--- src/rtl/sdram_pkg.sv ---
// sdram_pkg: SDRAM command encodings, refresh executor states and the ns-to-cycle helper.
package sdram_pkg;

    // Command pins {cs_n, ras_n, cas_n, we_n}.
    typedef enum logic [3:0] {
        CMD_MRS          = 4'b0000,
        CMD_AUTO_REFRESH = 4'b0001,
        CMD_PRECHARGE    = 4'b0010,
        CMD_ACTIVE       = 4'b0011,
        CMD_WRITE        = 4'b0100,
        CMD_READ         = 4'b0101,
        CMD_NOP          = 4'b0111
    } sdram_cmd_t;

    typedef enum logic [2:0] {
        ST_IDLE,
        ST_ARB,
        ST_PRECHARGE,
        ST_WAIT_RP,
        ST_REFRESH,
        ST_WAIT_RFC,
        ST_DONE
    } refresh_state_t;

    // Rounds up to whole clock cycles; never returns less than one cycle.
    function automatic int ns_to_cycles(input int ns, input int mhz);
        int c;
        c = (ns * mhz + 999) / 1000;
        return c < 1 ? 1 : c;
    endfunction

endpackage

--- src/rtl/sdram_wait_timer.sv ---
// sdram_wait_timer: loadable down-counter with a done flag, shared by the tRP and tRFC waits.
// Ports: clock, reset (async, active-high), load/load_value restart the count,
//        done is high while the count is zero.
module sdram_wait_timer #(
    parameter int WIDTH = 3
) (
    input  logic             clock,
    input  logic             reset,
    input  logic             load,
    input  logic [WIDTH-1:0] load_value,
    output logic             done
);

    logic [WIDTH-1:0] count;

    always_ff @(posedge clock or posedge reset)
        if (reset)
            count <= '0;
        else if (load)
            count <= load_value;
        else if (count != '0)
            count <= count - 1'b1;

    assign done = count == '0;

endmodule

--- src/rtl/sdram_refresh_executor.sv ---
// sdram_refresh_executor: answers refresh requests by issuing PRECHARGE ALL then AUTO REFRESH bursts.
// Ports: clock, reset (async, active-high), init_done, refresh_request/refresh_response handshake,
//        bus_request/bus_grant command-bus arbitration, sdram_command {cs_n,ras_n,cas_n,we_n},
//        sdram_a10, busy. Optional build macro REFRESH_STATS_EN adds refresh_done_count and
//        grant_wait_max.
module sdram_refresh_executor
    import sdram_pkg::*;
#(
    parameter int CLOCK_FREQUENCY_MHZ = 100,
    parameter int T_RP_NS             = 20,
    parameter int T_RFC_NS            = 66,
    parameter int REFRESH_BURST       = 1
) (
    input  logic        clock,
    input  logic        reset,
    input  logic        init_done,
    input  logic        refresh_request,
    output logic        refresh_response,
    output logic        bus_request,
    input  logic        bus_grant,
    output logic [3:0]  sdram_command,
    output logic        sdram_a10,
    output logic        busy
`ifdef REFRESH_STATS_EN
    ,
    output logic [15:0] refresh_done_count,
    output logic [15:0] grant_wait_max
`endif
);

    localparam int T_RP_CYCLES  = ns_to_cycles(T_RP_NS, CLOCK_FREQUENCY_MHZ);
    localparam int T_RFC_CYCLES = ns_to_cycles(T_RFC_NS, CLOCK_FREQUENCY_MHZ);
    localparam int WW = $clog2((T_RP_CYCLES > T_RFC_CYCLES ? T_RP_CYCLES : T_RFC_CYCLES) + 1);
    localparam int BW = $clog2(REFRESH_BURST + 1);
    // A wait state lasts T-1 cycles and exits once the timer reads zero, so it is loaded with T-2.
    localparam int RP_LOAD  = T_RP_CYCLES > 1 ? T_RP_CYCLES - 2 : 0;
    localparam int RFC_LOAD = T_RFC_CYCLES > 1 ? T_RFC_CYCLES - 2 : 0;

    refresh_state_t  state, state_next, after_refresh;
    logic [BW-1:0]   burst_count;
    logic            wait_load, wait_done;
    logic [WW-1:0]   wait_value;

    always_comb begin
        after_refresh = burst_count < BW'(REFRESH_BURST) ? ST_REFRESH : ST_DONE;
        state_next    = state;
        case (state)
            ST_IDLE:      state_next = refresh_request && init_done ? ST_ARB : ST_IDLE;
            ST_ARB:       state_next = bus_grant ? ST_PRECHARGE : !refresh_request ? ST_IDLE : ST_ARB;
            ST_PRECHARGE: state_next = T_RP_CYCLES > 1 ? ST_WAIT_RP : ST_REFRESH;
            ST_WAIT_RP:   state_next = wait_done ? ST_REFRESH : ST_WAIT_RP;
            ST_REFRESH:   state_next = T_RFC_CYCLES > 1 ? ST_WAIT_RFC : after_refresh;
            ST_WAIT_RFC:  state_next = wait_done ? after_refresh : ST_WAIT_RFC;
            ST_DONE:      state_next = refresh_request ? ST_DONE : ST_IDLE;
            default:      state_next = ST_IDLE;
        endcase
    end

    assign wait_load  = state_next != state && (state_next == ST_WAIT_RP || state_next == ST_WAIT_RFC);
    assign wait_value = state_next == ST_WAIT_RP ? WW'(RP_LOAD) : WW'(RFC_LOAD);

    sdram_wait_timer #(.WIDTH(WW)) u_wait_timer (
        .clock      (clock),
        .reset      (reset),
        .load       (wait_load),
        .load_value (wait_value),
        .done       (wait_done)
    );

    // Outputs are registered from the next state so each command lines up with its state.
    always_ff @(posedge clock or posedge reset)
        if (reset) begin
            state            <= ST_IDLE;
            burst_count      <= '0;
            refresh_response <= 1'b0;
            bus_request      <= 1'b0;
            sdram_command    <= CMD_NOP;
            sdram_a10        <= 1'b0;
            busy             <= 1'b0;
        end else begin
            state            <= state_next;
            burst_count      <= state_next == ST_IDLE ? '0 :
                                state_next == ST_REFRESH ? burst_count + 1'b1 : burst_count;
            refresh_response <= state_next == ST_DONE;
            bus_request      <= state_next inside {ST_ARB, ST_PRECHARGE, ST_WAIT_RP, ST_REFRESH, ST_WAIT_RFC};
            sdram_command    <= state_next == ST_PRECHARGE ? CMD_PRECHARGE :
                                state_next == ST_REFRESH ? CMD_AUTO_REFRESH : CMD_NOP;
            sdram_a10        <= state_next == ST_PRECHARGE;
            busy             <= state_next != ST_IDLE;
        end

`ifdef REFRESH_STATS_EN
    logic [15:0] arb_cycles, arb_next;

    // Running count of ARB cycles for the current arbitration, saturating.
    assign arb_next = state != ST_ARB ? 16'd1 : &arb_cycles ? arb_cycles : arb_cycles + 16'd1;

    always_ff @(posedge clock or posedge reset)
        if (reset) begin
            arb_cycles         <= '0;
            refresh_done_count <= '0;
            grant_wait_max     <= '0;
        end else begin
            if (state_next == ST_DONE && state != ST_DONE)
                refresh_done_count <= refresh_done_count + 16'd1;
            if (state_next == ST_ARB) begin
                arb_cycles <= arb_next;
                if (arb_next > grant_wait_max)
                    grant_wait_max <= arb_next;
            end
        end
`endif

endmodule

--- config.mk ---
export PLATFORM = sky130hd
export DESIGN_NAME = sdram_refresh_executor
export DESIGN_NICKNAME = d
export VERILOG_FILES = /design/src/rtl/sdram_pkg.sv /design/src/rtl/sdram_wait_timer.sv /design/src/rtl/sdram_refresh_executor.sv
export SDC_FILE = /design/constraint.sdc
export NUM_CORES = 1
export LEC_CHECK = 0
export ABC_CLOCK_PERIOD_IN_PS = 2800
export CAP_MARGIN = 15
export CORE_AREA = 2 2 43 45
export CTS_CLUSTER_DIAMETER = 120
export DETAILED_ROUTE_END_ITERATION = 7
export DIE_AREA = 0 0 45 47
export PLACE_DENSITY = 0.75
export SLEW_MARGIN = 20
export SYNTH_ARGS = -nofsm -noshare
export SYNTH_HDL_FRONTEND = slang
export SYNTH_SLANG_ARGS = --single-unit
--- constraint.sdc ---
create_clock -name clock -period 2.8 [get_ports clock]
set_clock_uncertainty 0.2 [all_clocks]
set_input_delay 0.42 -clock clock [delete_from_list [all_inputs] [get_ports clock]]
set_output_delay 0.42 -clock clock [all_outputs]
set_load 0.01 [all_outputs]
==> summary.md, run 1 <==
| Metric | Value |
|---|---|
| Status | finished clean |
| Detailed Place HPWL | around 860 um |
| Synth warnings | 0 |
| Cell Rows | 15 |
| Share of layout cells above drive strength 1 | between 10% and 20% |
| FMAX | roughly 0.47 GHz |
| Average size of a mapped cell | around 11 sq um |
| PD cells | about 1100 nW/um^2 |
| Largest cells by area after synthesis | dfrtp_1, dfstp_2, nand2_1 |
| Post-synth cell types | 31 |
| Final Instance Area | 857 sq um |
| Reg-to-reg endpoint | burst_count$_DFFE_PP0P_ |
| Final hold viol count | 0 |
| Gate Count Post-Synth | between 60 and 70 |
| Routed WL | ~1100 um |
| Iteration-0 DRC Markers | 3 |
| Routability cong. | roughly 0.8 |
| TritonCTS Buffers | 3 |
| Setup crit start | u_wait_timer.count[0]$_DFFE_PP0P_ |
| IO Port Bufs | 11 |
| DR WL/cell | around 12 um |
| Cell Area, Placed | about 800 sq um |
| CTS clk-pin slew, worst paths | 0.08 ns |
| # fillers | 150 |
| Mapped Area | a little over 700 sq um |
| Actual slew at the worst max-slew pin | a little over 0.5 ns |
| Placed Cells | 90 |
| Hold/Removal Path Class | in -> async |
| Clk_lat worst skew | ~0.28 ns |
| Max clock buf depth | 2 |
| Peak supply drop | 0.493 mV |
| H-tree levels | 1 |
| Tcrit/Tclk final | between 70% and 80% |
| Vias per inst | between 5 and 6 |
| Worst R2R Start | u_wait_timer.count[0]$_DFFE_PP0P_ |
| Clock sink count | 14 |
| Main synth FF type | dfrtp_1 |
| Die width | roughly 45 um |
| Pre-antenna DRT Iters | 4 |
| Largest net degree at the start of global routing | 15 |
| Flop and latch count out of synthesis | 14 |
| Gr ovfl total | 0 |
| Area leader, netlist | dfrtp_1 |
| Power, Total | 0.955 mW |
| Die extent in y | roughly 47 um |
| Syn_nets | ~70 |
| Setup_tns | 0 ns |
| CP max FO | 6 |
| Number of I/O pins | 13 |
| Total Routing Usage GR | about 13% |
| Initial antenna violation count | 0 |
| Root Driver | clkbuf_4 |
| RSZ-0062 raised after global routing | no |
| Post-synth EDFFs | 0 |
| Hold Slack | roughly 0.28 ns |
| CP arrival | 2.11 ns |
| Area fraction of the dominant cell type after synthesis | 38.6% |
| DRC errors left | 0 |
| Antenna Nets Post-Route | 0 |
| First-pass GRT wire length | about 1900 um |
| CP max-delay cell | dfrtp_1 |
| DIE AREA | 2120 sq um |
| Setup CP Type | reg -> reg |
| Setup ws final | approximately 0.65 ns |
| CP Cell Sequence | inv_1 > ha_1 > nor2b_2 > and2_1 > o221ai_2 > nor2_4 > mux2_4 |
| Worst Path Required | about 2.8 ns |
| Leakage | 0.375 nW |
| Vias | about 470 |
| Core footprint | 1650 sq um |
| Post-cts resize count | 0 |
| Slowest cell delay on critical path | 0.40 ns |
| Non-Filler Instances | 94 |
| Async set-reset flop share out of synthesis | between 90% and 100% |
| Crit end category | flop |
| Minimum clock period | about 2.1 ns |
| Fin. max-slew vios | 0 |
| Final setup fails | 0 |
| R2R setup slack | 0.65 ns |
| Rel. slew slack | 65.7% |
| Final Util | slightly above 50% |
| CTS tree | built |
| FF-to-FF path depth | 7 |
| Vias in the first global route | about 430 |
| Seq/Total Area, Yosys | 49.6% |
| Starting Density | 43.2% |
| Syn-to-layout area delta | 20.2% |
| Worst setup SP type | flop |
| Final net count | 85 |
| Postcts setup bufs | 0 |
| Dpl ws | approximately 0.66 ns |
| Antenna diode count | 0 |
| CTS Hold Bufs | 0 |
| Worst Setup EP | burst_count$_DFFE_PP0P_ |
| Max-cap viol count | 0 |
==> area by class of cell <==
class                   instances  area (sq um)  share of cell area [%]
inverters                       7          26.3                    3.07
well taps                      17          21.3                    2.48
clock buffers                   4          36.3                    4.23
repair buffers                 11           110                    12.8
flip-flops and latches         14           354                    41.3
multi-input cells              41           309                    36.1
==> placed cells by master (no fill, tap or decap), types with 2 or more instances in the layout <==
cell type         n
a21oi_1           2
clkbuf_4          3
clkdlybuf4s50_1  11
dfrtp_1          11
dfstp_2           3
ha_1              2
inv_1             7
nand2_1           8
nor2_1            2
nor2b_1           4
o21ai_0           3
xnor2_1           2
==> logic make-up after synthesis <==
family | synth area share, %
AOI/OAI and AO/OA | 16.5
adders and majority gates | 3.51
buffers and inverters | 7.02
DFF | 49.6
xor gates and xnor gates | 2.46
other | 0.526
muxes | 2.10
and+or+nand+nor | 18.2
==> sequential cells by signal, indices dropped and copies added, names as in the netlist <==
signal,flops
state,3
busy,1
sdram_command,3
refresh_response,1
bus_request,1
u_wait_timer.count,3
sdram_a10,1
burst_count,1
==> critical path, delay by kind of cell, from the launching register on <==
family	cells	cell delay, ns
simple gates	3	0.71
flops	1	0.40
mux	1	0.31
fa+ha+maj	1	0.17
compound gates	1	0.17
buf+inv	1	0.09
==> layer usage <==
metal / wire, um / up-vias / global-route usage (%)
li1: - / 240 / -
met4: 12 / 0 / 8.82
met3: 36 / 2 / 3.46
met1: 564 / 220 / 17.6
met5: 0 / - / 0
met2: 529 / 12 / 18.0
==> report_power, final <==
| part | switching [mW] | internal, mW |
|---|---|---|
| logic | 0.228 | 0.232 |
| registers | 0.0688 | 0.284 |
| clock network | 0.0630 | 0.0791 |
==> cell usage after synthesis, drive strengths merged, types with 2 or more instances <==
library cell,count
inv,7
ha,2
dfstp,3
buf,3
nand2b,2
a21oi,2
nor2b,5
nor2,3
dfrtp,11
xnor2,2
o21ai,3
nand2,8
==> worst min-delay path by stage <==
stage	slack [ns]	from	cells after the start	end
6_report	0.28	reset	2	state[0]$_DFF_PP0_
5_1_grt	0.33	reset	2	state[0]$_DFF_PP0_
4_1_cts	0.30	reset	2	state[0]$_DFF_PP0_
3_5_place_dp	0.38	burst_count$_DFFE_PP0P_	1	burst_count$_DFFE_PP0P_
3_3_place_gp	0.36	u_wait_timer.count[0]$_DFFE_PP0P_	3	u_wait_timer.count[0]$_DFFE_PP0P_
2_1_floorplan	0.11	reset	1	burst_count$_DFFE_PP0P_
(Power assumes the default switching activity.)
==> inputs of run 2 (changes only) <==
ABC_CLOCK_PERIOD_IN_PS = 2100   (was 2800)
clock period = 2.1 ns   (was 2.8 ns; I/O delays follow)
==> run 2 against run 1 <==
  * Non-clock buffer count up 3
  * Via count grew 7.8%
  * Combinational power is 47% higher
  * Critical endpoint unchanged
==> summary.md, run 2 (synthesized netlist as in run 1, its figures left out) <==
| Metric | Value |
|---|---|
| Max-cap viol count | 0 (unchanged) |
| CTS tree | built |
| Pre-antenna DRT Iters | 4 (unchanged) |
| TritonCTS Buffers | 3 (unchanged) |
| Post-cts resize count | 0 (unchanged) |
| H-tree levels | 1 (unchanged) |
| Non-Filler Instances | 97 (+3.2%) |
| Fin. max-slew vios | 0 (unchanged) |
| Setup CP Type | reg -> reg |
| RSZ-0062 raised after global routing | no |
| IO Port Bufs | 11 (unchanged) |
| Initial antenna violation count | 0 (unchanged) |
| Actual slew at the worst max-slew pin | 0.528 ns (+0.0142 ns) |
| DR WL/cell | 13.6 um (+12%) |
| Vias per inst | 5.27 (+4.5%) |
| Routability cong. | 0.854 (+6.6%) |
| Iteration-0 DRC Markers | 13 (+10) |
| DIE AREA | 2120 sq um (unchanged) |
| Tcrit/Tclk final | 93.8% (+17 points) |
| Gr ovfl total | 0 (unchanged) |
| Die width | 45 um (unchanged) |
| Share of layout cells above drive strength 1 | 22.5% (+4.3 points) |
| Dpl ws | 0.0879 ns (-0.575 ns) |
| Peak supply drop | 0.547 mV (+11%) |
| CP Cell Sequence | inv_1 > ha_1 > nor2b_2 > a31oi_1 > o221ai_2 > nor2_4 > mux2_4 |
| Setup crit start | u_wait_timer.count[0]$_DFFE_PP0P_ |
| Clock sink count | 14 (unchanged) |
| Largest regs | sdram_command (3), state (3), u_wait_timer.count (3) |
| Final Instance Area | 881 sq um (+2.8%) |
| Antenna diode count | 0 (unchanged) |
| Postcts setup bufs | 0 (unchanged) |
| Cell Area, Placed | 843 sq um (+2.7%) |
| Crit end category | flop |
| CP Buf/Inv Count | 1 (unchanged) |
| FF-to-FF path depth | 7 (unchanged) |
| Largest net degree at the start of global routing | 15 (unchanged) |
| Hold/Removal Path Class | in -> async |
| Antenna Nets Post-Route | 0 (unchanged) |
| Starting Density | 43.2% (unchanged) |
| Routed WL | 1320 um (+15%) |
| PD cells | 1530 nW/um^2 (+38%) |
| Cell Rows | 15 (unchanged) |
| CP max FO | 5 (-1) |
| Number of I/O pins | 13 (unchanged) |
| # fillers | 149 (-0.67%) |
| Final hold viol count | 0 (unchanged) |
| Hold Slack | 0.166 ns (-0.110 ns) |
| Worst setup SP type | flop |
| CP top delay family | compound AO/OA/AOI/OAI gates |
| Clk_lat worst skew | 0.28 ns (about the same) |
| CP max-delay cell | dfrtp_1 |
| FMAX | 0.507 GHz (+8.9%) |
| Rel. slew slack | 64.8% (-0.95 points) |
| Vias in the first global route | 475 (+12%) |
| Die extent in y | 47 um (unchanged) |
| Placed Cells | 93 (+3.3%) |
| CTS clk-pin slew, worst paths | 0.09 ns (about the same) |
| Leakage | 0.390 nW (+4.1%) |
| Vias | 511 (+7.8%) |
| Core footprint | 1650 sq um (unchanged) |
| Minimum clock period | 1.97 ns (-0.176 ns) |
| Worst Path Required | 2.07 ns (-0.70 ns) |
| Status | finished clean |
| Slowest cell delay on critical path | 0.37 ns (-0.03 ns) |
| Max clock buf depth | 2 (unchanged) |
| Worst R2R Start | u_wait_timer.count[0]$_DFFE_PP0P_ |
| Root Driver | clkbuf_4 |
| CP Depth | 7 (unchanged) |
| Final setup fails | 0 (unchanged) |
| DRC errors left | 0 (unchanged) |
| Most frequent cells in the layout | dfrtp_1, clkdlybuf4s50_1, nand2_1 |
| Detailed Place HPWL | 963 um (+12%) |
| CTS Hold Bufs | 0 (unchanged) |
| Setup ws final | 0.129 ns (-0.524 ns) |
| Final net count | 88 (+3.5%) |
| Setup_tns | 0 ns (unchanged) |
| CP arrival | 1.94 ns (-0.17 ns) |
| Syn-to-layout area delta | 23.5% |
| First-pass GRT wire length | 2010 um (+7.4%) |
| R2R setup slack | 0.13 ns (-0.52 ns) |
| Total Routing Usage GR | 13.9% (+0.92 points) |
[run 2: changes by cell type in the layout (fill, tap and decap cells not counted), sizes merged]
cell / change
buf: +3
[run 2: through the flow]
stage	utilization (%)	power, mW
3_5_place_dp	51.1	1.16
2_1_floorplan	-	0.955
5_1_grt	53.3	1.45
3_3_place_gp	51.1	1.15
6_report	53.3	1.35
4_1_cts	53.3	1.36
[run 2: final cells by class]
| type | count | area, sq um | share of cell area [%] |
|---|---|---|---|
| Sequential cell | 14 | 354 | 40.2 |
| Multi-Input combinational cell | 41 | 310 | 35.2 |
| Timing Repair Buffer | 14 | 133 | 15.1 |
| Clock buffer | 4 | 36.3 | 4.12 |
| Inverter | 7 | 26.3 | 2.98 |
| Tap cell | 17 | 21.3 | 2.41 |
[run 2: path summary, 6_finish.rpt]
path	to
setup / recovery	burst_count$_DFFE_PP0P_
hold / removal	state[0]$_DFF_PP0_
setup reg to reg	burst_count$_DFFE_PP0P_
hold reg to reg	u_wait_timer.count[0]$_DFFE_PP0P_
max in group asynchronous	sdram_command[2]$_DFF_PP1_
min in group clock	u_wait_timer.count[0]$_DFFE_PP0P_
[run 2: power by group]
group	internal (mW)	switching, mW
clock network	0.106	0.0891
logic	0.353	0.324
registers	0.379	0.0993
[run 2: per-layer routing]
layer / part of all wire (%) / routed length [um] / global-route usage, %
met5: 0 / 0 / 0
met4: 2.8 / 37 / 10.6
met3: 2.7 / 35 / 2.31
met2: 52 / 688 / 24.6
met1: 42 / 555 / 14.8
